`src/rtl/pixel_fetch_if.sv`:
```
// pixel_fetch_if: coordinate input, image RAM read port and pixel output stream of pixel_fetch.
interface pixel_fetch_if #(
   parameter int XW = 8,
   parameter int YW = 7,
   parameter int ADDR_W = 15,
   parameter int PIXEL_W = 8
);
   logic [XW-1:0] in_x;
   logic [YW-1:0] in_y;
   logic in_valid;
   logic in_ready;
   logic [ADDR_W-1:0] mem_addr;
   logic mem_rd_en;
   logic [PIXEL_W-1:0] mem_rdata;
   logic [PIXEL_W-1:0] pixel_data;
   logic pixel_valid;
   logic pixel_ready;
   modport slave (
      input in_x, in_y, in_valid, mem_rdata, pixel_ready,
      output in_ready, mem_addr, mem_rd_en, pixel_data, pixel_valid
   );
   modport master (
      output in_x, in_y, in_valid, mem_rdata, pixel_ready,
      input in_ready, mem_addr, mem_rd_en, pixel_data, pixel_valid
   );
endinterface

```
`src/rtl/pixel_fetch.sv`:
```
// pixel_fetch: maps image coordinates to frame-buffer reads and returns pixels in order
// through a credit-controlled FIFO; out-of-range coordinates yield BLANK_VALUE without a read.
module pixel_fetch #(
   parameter int WIDTH_IN = 160,
   parameter int HEIGHT_IN = 120,
   parameter int PIXEL_W = 8,
   parameter int MEM_LATENCY = 1,
   parameter int BLANK_VALUE = 0
) (
   input logic clk,
   input logic reset,
   input logic flow_enabled,
   output logic busy,
   pixel_fetch_if.slave bus
);
   localparam int XW = $clog2(WIDTH_IN);
   localparam int YW = $clog2(HEIGHT_IN);
   localparam int ADDR_W = $clog2(WIDTH_IN * HEIGHT_IN);
   localparam int DEPTH = MEM_LATENCY + 3;
   localparam int CW = $clog2(DEPTH + 1);
   localparam int PW = $clog2(DEPTH);

   logic oor, rdy, accept, push, pop;
   logic [ADDR_W-1:0] addr, mem_addr_q, mem_addr_d;
   logic [MEM_LATENCY:0] vld_q, vld_d, rd_q, rd_d;
   logic [CW-1:0] infl_q, infl_d, cnt_q, cnt_d;
   logic [PW-1:0] wp_q, wp_d, rp_q, rp_d;
   logic [PIXEL_W-1:0] wdata;
   logic [PIXEL_W-1:0] fifo_q [DEPTH];
   logic [PIXEL_W-1:0] fifo_d [DEPTH];

   // credits count both queued pixels and reads still travelling, so a push can never find the FIFO full
   always_comb begin
      oor = ({1'b0, bus.in_x} >= (XW+1)'(WIDTH_IN)) || ({1'b0, bus.in_y} >= (YW+1)'(HEIGHT_IN));
      addr = ADDR_W'(bus.in_y) * ADDR_W'(WIDTH_IN) + ADDR_W'(bus.in_x);
      rdy = reset && flow_enabled && (({1'b0, cnt_q} + {1'b0, infl_q}) < (CW+1)'(DEPTH));
      accept = bus.in_valid && rdy;
      push = vld_q[MEM_LATENCY];
      pop = (cnt_q != '0) && bus.pixel_ready;
      wdata = rd_q[MEM_LATENCY] ? bus.mem_rdata : PIXEL_W'(BLANK_VALUE);
      mem_addr_d = accept ? addr : mem_addr_q;
      vld_d = {vld_q[MEM_LATENCY-1:0], accept};
      rd_d = {rd_q[MEM_LATENCY-1:0], accept && !oor};
      infl_d = infl_q + CW'(accept) - CW'(push);
      cnt_d = cnt_q + CW'(push) - CW'(pop);
      wp_d = push ? ((wp_q == PW'(DEPTH - 1)) ? '0 : wp_q + PW'(1)) : wp_q;
      rp_d = pop ? ((rp_q == PW'(DEPTH - 1)) ? '0 : rp_q + PW'(1)) : rp_q;
      fifo_d = fifo_q;
      if (push) fifo_d[wp_q] = wdata;
   end

   always_ff @(posedge clk or negedge reset) begin
      if (!reset) begin
         mem_addr_q <= '0;
         vld_q <= '0;
         rd_q <= '0;
         infl_q <= '0;
         cnt_q <= '0;
         wp_q <= '0;
         rp_q <= '0;
         fifo_q <= '{default: '0};
      end else begin
         mem_addr_q <= mem_addr_d;
         vld_q <= vld_d;
         rd_q <= rd_d;
         infl_q <= infl_d;
         cnt_q <= cnt_d;
         wp_q <= wp_d;
         rp_q <= rp_d;
         fifo_q <= fifo_d;
      end
   end

   assign bus.in_ready = rdy;
   assign bus.mem_addr = mem_addr_q;
   assign bus.mem_rd_en = rd_q[0];
   assign bus.pixel_valid = cnt_q != '0;
   assign bus.pixel_data = (cnt_q != '0) ? fifo_q[rp_q] : '0;
   assign busy = (infl_q != '0) || (cnt_q != '0);

   a_no_push_full: assert property (@(posedge clk) disable iff (!reset) !(push && cnt_q == CW'(DEPTH)));
endmodule

```
`src/flat_wrapper.sv`:
```
// flat-port wrapper written by rule: the top's interface ports become plain ports
module pixel_fetch_flat 
#(
   parameter int WIDTH_IN = 160,
   parameter int HEIGHT_IN = 120,
   parameter int PIXEL_W = 8,
   parameter int MEM_LATENCY = 1,
   parameter int BLANK_VALUE = 0
)
  (clk, reset, flow_enabled, busy, bus_in_x, bus_in_y, bus_in_valid, bus_mem_rdata, bus_pixel_ready, bus_in_ready, bus_mem_addr, bus_mem_rd_en, bus_pixel_data, bus_pixel_valid);
  pixel_fetch_if #(.XW(8), .YW(7), .ADDR_W(15), .PIXEL_W(PIXEL_W)) bus_i ();
  input logic clk;
  input logic reset;
  input logic flow_enabled;
  output logic busy;
  input wire logic [$bits(bus_i.in_x)-1:0] bus_in_x;
  input wire logic [$bits(bus_i.in_y)-1:0] bus_in_y;
  input wire logic [$bits(bus_i.in_valid)-1:0] bus_in_valid;
  input wire logic [$bits(bus_i.mem_rdata)-1:0] bus_mem_rdata;
  input wire logic [$bits(bus_i.pixel_ready)-1:0] bus_pixel_ready;
  output wire logic [$bits(bus_i.in_ready)-1:0] bus_in_ready;
  output wire logic [$bits(bus_i.mem_addr)-1:0] bus_mem_addr;
  output wire logic [$bits(bus_i.mem_rd_en)-1:0] bus_mem_rd_en;
  output wire logic [$bits(bus_i.pixel_data)-1:0] bus_pixel_data;
  output wire logic [$bits(bus_i.pixel_valid)-1:0] bus_pixel_valid;
  assign bus_i.in_x = bus_in_x;
  assign bus_i.in_y = bus_in_y;
  assign bus_i.in_valid = bus_in_valid;
  assign bus_i.mem_rdata = bus_mem_rdata;
  assign bus_i.pixel_ready = bus_pixel_ready;
  assign bus_in_ready = bus_i.in_ready;
  assign bus_mem_addr = bus_i.mem_addr;
  assign bus_mem_rd_en = bus_i.mem_rd_en;
  assign bus_pixel_data = bus_i.pixel_data;
  assign bus_pixel_valid = bus_i.pixel_valid;
  pixel_fetch #(.WIDTH_IN(WIDTH_IN), .HEIGHT_IN(HEIGHT_IN), .PIXEL_W(PIXEL_W), .MEM_LATENCY(MEM_LATENCY), .BLANK_VALUE(BLANK_VALUE)) u_core (.clk(clk), .reset(reset), .flow_enabled(flow_enabled), .busy(busy), .bus(bus_i));
endmodule
```
`config.mk`:
```
export PLATFORM = sky130hd
export DESIGN_NAME = pixel_fetch_flat
export DESIGN_NICKNAME = d
export VERILOG_FILES = /design/src/rtl/pixel_fetch_if.sv /design/src/rtl/pixel_fetch.sv /design/src/flat_wrapper.sv
export SDC_FILE = /design/constraint.sdc
export NUM_CORES = 1
export LEC_CHECK = 0
export CAP_MARGIN = 10
export CORE_MARGIN = 5
export CORE_UTILIZATION = 39
export DETAILED_ROUTE_END_ITERATION = 16
export GPL_TIMING_DRIVEN = 0
export PLACE_DENSITY = 0.71
export SLEW_MARGIN = 30
export SYNTH_ARGS = -nofsm -noshare
export SYNTH_HDL_FRONTEND = slang
export SYNTH_SLANG_ARGS = --single-unit
```
`constraint.sdc`:
```
create_clock -name clk -period 5.9 [get_ports clk]
set_clock_uncertainty 0.1 [all_clocks]
set_input_delay 1.18 -clock clk [delete_from_list [all_inputs] [get_ports clk]]
set_output_delay 1.18 -clock clk [all_outputs]
set_load 0.005 [all_outputs]
```
==> results of run 1 <==
==> cell type report <==
type / count / area [sq um] / share of cell area, %
plain buffers: 10 / 38.8 / 0.959
clock buffers: 9 / 124 / 3.06
clock inverters: 7 / 97.6 / 2.41
inverters: 15 / 56.3 / 1.39
multi-input cells: 216 / 1520 / 37.5
flip-flops and latches: 61 / 1530 / 37.7
well taps: 102 / 128 / 3.15
repair buffers: 55 / 558 / 13.8
==> through the flow <==
step | power [mW] | hold WS (ns) | instances | instance area [sq um]
floorplan | 1.11 | 0.231 | 302 | 3140
global placement | 1.44 | 0.234 | 458 | 3810
detailed placement | 1.47 | 0.238 | 459 | 3820
CTS | 1.89 | 0.252 | 475 | 4050
global route | 2.02 | 0.270 | 475 | 4050
finish | 1.87 | 0.249 | 475 | 4050
==> sequential cells by signal, indices dropped and copies added, names as in the netlist <==
| name | cells |
|---|---|
| u_core.infl_q | 3 |
| u_core.rd_q | 2 |
| u_core.fifo_q | 32 |
| u_core.vld_q | 2 |
| u_core.bus.mem_addr | 15 |
| u_core.wp_q | 2 |
| u_core.rp_q | 2 |
| u_core.cnt_q | 3 |
==> worst paths after layout <==
check / to / cells past startpoint / from
setup reg to reg: u_core.infl_q[2]$_DFF_PN0_ / 12 / u_core.cnt_q[1]$_DFF_PN0_
max in group asynchronous: u_core.bus.mem_addr[3]$_DFFE_PN0P_ / 2 / reset
min in group asynchronous: u_core.cnt_q[2]$_DFF_PN0_ / 1 / reset
hold / removal: u_core.vld_q[1]$_DFF_PN0_ / 0 / u_core.vld_q[0]$_DFF_PN0_
setup / recovery: bus_in_ready / 3 / flow_enabled
hold reg to reg: u_core.vld_q[1]$_DFF_PN0_ / 0 / u_core.vld_q[0]$_DFF_PN0_
==> layer usage <==
metal | GRT usage (%) | wire [um] | vias to the layer above
met5 | 0 | 0 | -
met3 | 5.05 | 384 | 10
met4 | 5.25 | 124 | 0
met2 | 24.5 | 3330 | 59
met1 | 19.0 | 3040 | 1117
li1 | - | - | 1159
==> cell usage after synthesis, drive strengths merged (2+ instances only) <==
cell type	number
nor4	2
or3	2
xor2	5
inv	15
o21ba	2
nor2	8
ha	24
fa	4
dfrtp	61
mux4	8
o21ai	48
nor2b	2
nand2	74
clkbuf	8
and2	8
xnor2	7
nand3	2
a211oi	2
nor3	2
buf	2
a21o	2
==> worst reg2reg max path, delay by kind of cell, from the launching register on <==
family	cells	cell delay, ns
XOR/XNOR	2	0.33
adder cells (fa/ha/maj)	4	1.14
buffers and inverters	3	0.57
flip-flops	1	0.46
AND/OR/NAND/NOR	3	0.46
==> kinds of logic (layout without fill, tap and decap cells) <==
family / Yosys count / after routing / synth area share (%)
mux: 9 / 9 / 6.10
fa+ha+maj: 28 / 28 / 12.1
flops: 61 / 61 / 48.6
simple gates: 107 / 107 / 15.3
xor+xnor: 12 / 12 / 3.59
buf+inv: 25 / 96 / 3.03
compound gates: 60 / 60 / 11.2
==> report_power, final <==
group	total, mW	switching [mW]	leakage [nW]	internal [mW]
Combinational	0.757	0.310	0.999	0.447
Sequential	0.694	0.106	0.705	0.588
Clock	0.415	0.176	0.106	0.239
Total	1.87	0.592	1.81	1.27
==> results.txt, run 1 <==
----------------------------------------------------
[Outcome]
  Status ... completed

[Layout]
  Number of antenna repair diodes ... 0
  Commonest non-fill, non-tap cell in the layout ... sky130_fd_sc_hd__nand2_1
  Util after Layout ... 52.1%
  Signed area change from the synthesized netlist to the final layout ... 28.9%
  Commonest cells after routing, fill and taps aside ... sky130_fd_sc_hd__nand2_1 (74), sky130_fd_sc_hd__dfrtp_1 (61), sky130_fd_sc_hd__clkdlybuf4s50_1 (53), sky130_fd_sc_hd__o21ai_1 (37), sky130_fd_sc_hd__ha_1 (24)
  Layout filler cell count ... 697
  Fin nets ... 424
  Layout cell share with drive strength beyond 1 ... 9.65%

[Power and ir drop]
  Power density relative to cell area ... 461 mW/mm^2
  Leakage power of the design ... 1.81 nW
  Peak ir drop on the vdd network ... 154 uV

[Critical path]
  Setup crit end kind ... output port
  Worst path bufs/invs ... 2
  Cell Chain, Critical Path ... clkdlybuf4s50_1, and4_1, clkdlybuf4s50_1
  CP top delay family ... buffers and inverters
  Most prevalent standard cell on the critical path ... sky130_fd_sc_hd__clkdlybuf4s50_1
  Type of the worst setup path ... in -> out
  Arrival time reported for the critical path endpoint ... 2.33 ns
  Delay contributed by the slowest stage of the critical path ... 0.51 ns
  Startpoint type of the worst setup path ... input pin
  CP max stage cell ... sky130_fd_sc_hd__clkdlybuf4s50_1
  Required time of the critical path ... 4.62 ns
  Setup slack of the worst register-to-register path ... 2.77 ns
  Maximum fanout count along the critical path ... 2

[Global routing]
  Antenna violations before repair ... 0
  Global-route total usage across every layer ... 15.2%
  Maximum number of pins on one net before global-route repair ... 43
  Wire length of the first global-routing pass ... 11900 um
  Via count of the first global-routing pass ... 2487
  Congestion Overflow GR ... 0

[Route]
  Average wire length per cell after detail routing ... 14.5 um
  Total detailed-routing wirelength ... 6880 um
  Final ANT Viol Nets ... 0
  Initial DRC count ... 91
  Drt first pass iters ... 4
  Vias ... 2345
  Number of remaining DRC errors ... 0
  Via count normalized by instance count ... 4.94

[Logic synthesis]
  Number of flops mapped to enable cells by yosys ... 0
  Largest area contributor in the netlist ... sky130_fd_sc_hd__dfrtp_1
  Syn nets ... 358
  Number of cells produced by synthesis ... 302
  Post-synthesis average cell area ... 10.4 sq um
  Main area contributors after synthesis ... sky130_fd_sc_hd__dfrtp_1 (49%), sky130_fd_sc_hd__ha_1 (9.6%), sky130_fd_sc_hd__nand2_1 (8.8%)
  Area share of the largest cell type after synthesis ... 48.6%
  Post-Synthesis Cell Area ... 0.00314 sq mm
  Synth Flop Type ... sky130_fd_sc_hd__dfrtp_1
  Number of unique standard cell types used by synthesis ... 41
  Async SR Flop Fraction ... 100%
  Number of warning messages in the yosys log ... 0
  Yosys reg bits ... 61
  Sequential element share of the synthesized area ... 48.6%

[CTS]
  Root buf cell ... sky130_fd_sc_hd__clkbuf_8
  Hold buffer count at cts ... 0
  Number of buffers created by CTS ... 9
  CTS H-tree depth ... 3
  Max Buffers Root-to-Sink ... 2
  TritonCTS clock tree ... built
  TritonCTS sink count ... 61
  Post CTS Setup Buffer Count ... 0
  Skew-Pair Late Insertion Delay ... 0.34 ns
  CTS clk-pin slew, worst paths ... 0.07 ns
  Cells resized by post-CTS repair ... 0

[Floorplanning]
  Num rows ... 32
  Initial Util ... 40.4%
  Core ar. ... 0.00777 sq mm
  Y dimension of the die ... 99.7 um
  Overall die width ... 99.7 um
  Die ar. ... 0.00994 sq mm
  Count of pins on the block boundary ... 55

[STA]
  Highest clock rate ... 277 MHz
  RSZ-0062 raised after global routing ... no
  Min Clock Period, post-route ... 3.61 ns
  Transition at the pin with the smallest max-transition slack ... 0.548 ns
  Count of pins over their slew limit ... 0
  Portion of the clock cycle consumed by the worst path in the final layout ... 61.2%
  Crit path setup slack, layout ... 2.29 ns
  # setup viols final ... 0
  Sum of negative setup slack ... 0 ns
  Hold Violations, Final ... 0
  Max-slew headroom at the worst pin ... 63.5%

[Run]
  Max-capacitance violation count ... 0

[Placement]
  Port Buf Inserts ... 54
  Post-detailed-placement half-perimeter wirelength ... 5080 um
  Placer's final routability congestion estimate ... 0.845
  Worst slack, placed ... 1.95 ns

[Min path]
  Classification of the worst-slack hold path ... reg -> reg

----------------------------------------------------
(Power assumes the default switching activity.)
==> inputs of run 2 (changes only) <==
clock period = 3.65 ns   (was 5.9 ns; I/O delays follow)
==> results of run 2 <==
Same layout as run 1 (identical final DEF). Status: completed.
Among the figures that moved: setup slack after placement 1.95 ns -> 0.154 ns; setup slack after layout 2.29 ns -> 0.521 ns; hold slack 0.249 ns -> 0.172 ns; start point of the critical path flow_enabled -> u_core.cnt_q[1]$_DFF_PN0_; end point of the critical path bus_in_ready -> u_core.infl_q[2]$_DFF_PN0_; register-to-register setup slack 2.77 ns -> 0.52 ns; total power 1.87 mW -> 3.02 mW; worst IR drop on VDD 154 uV -> 248 uV
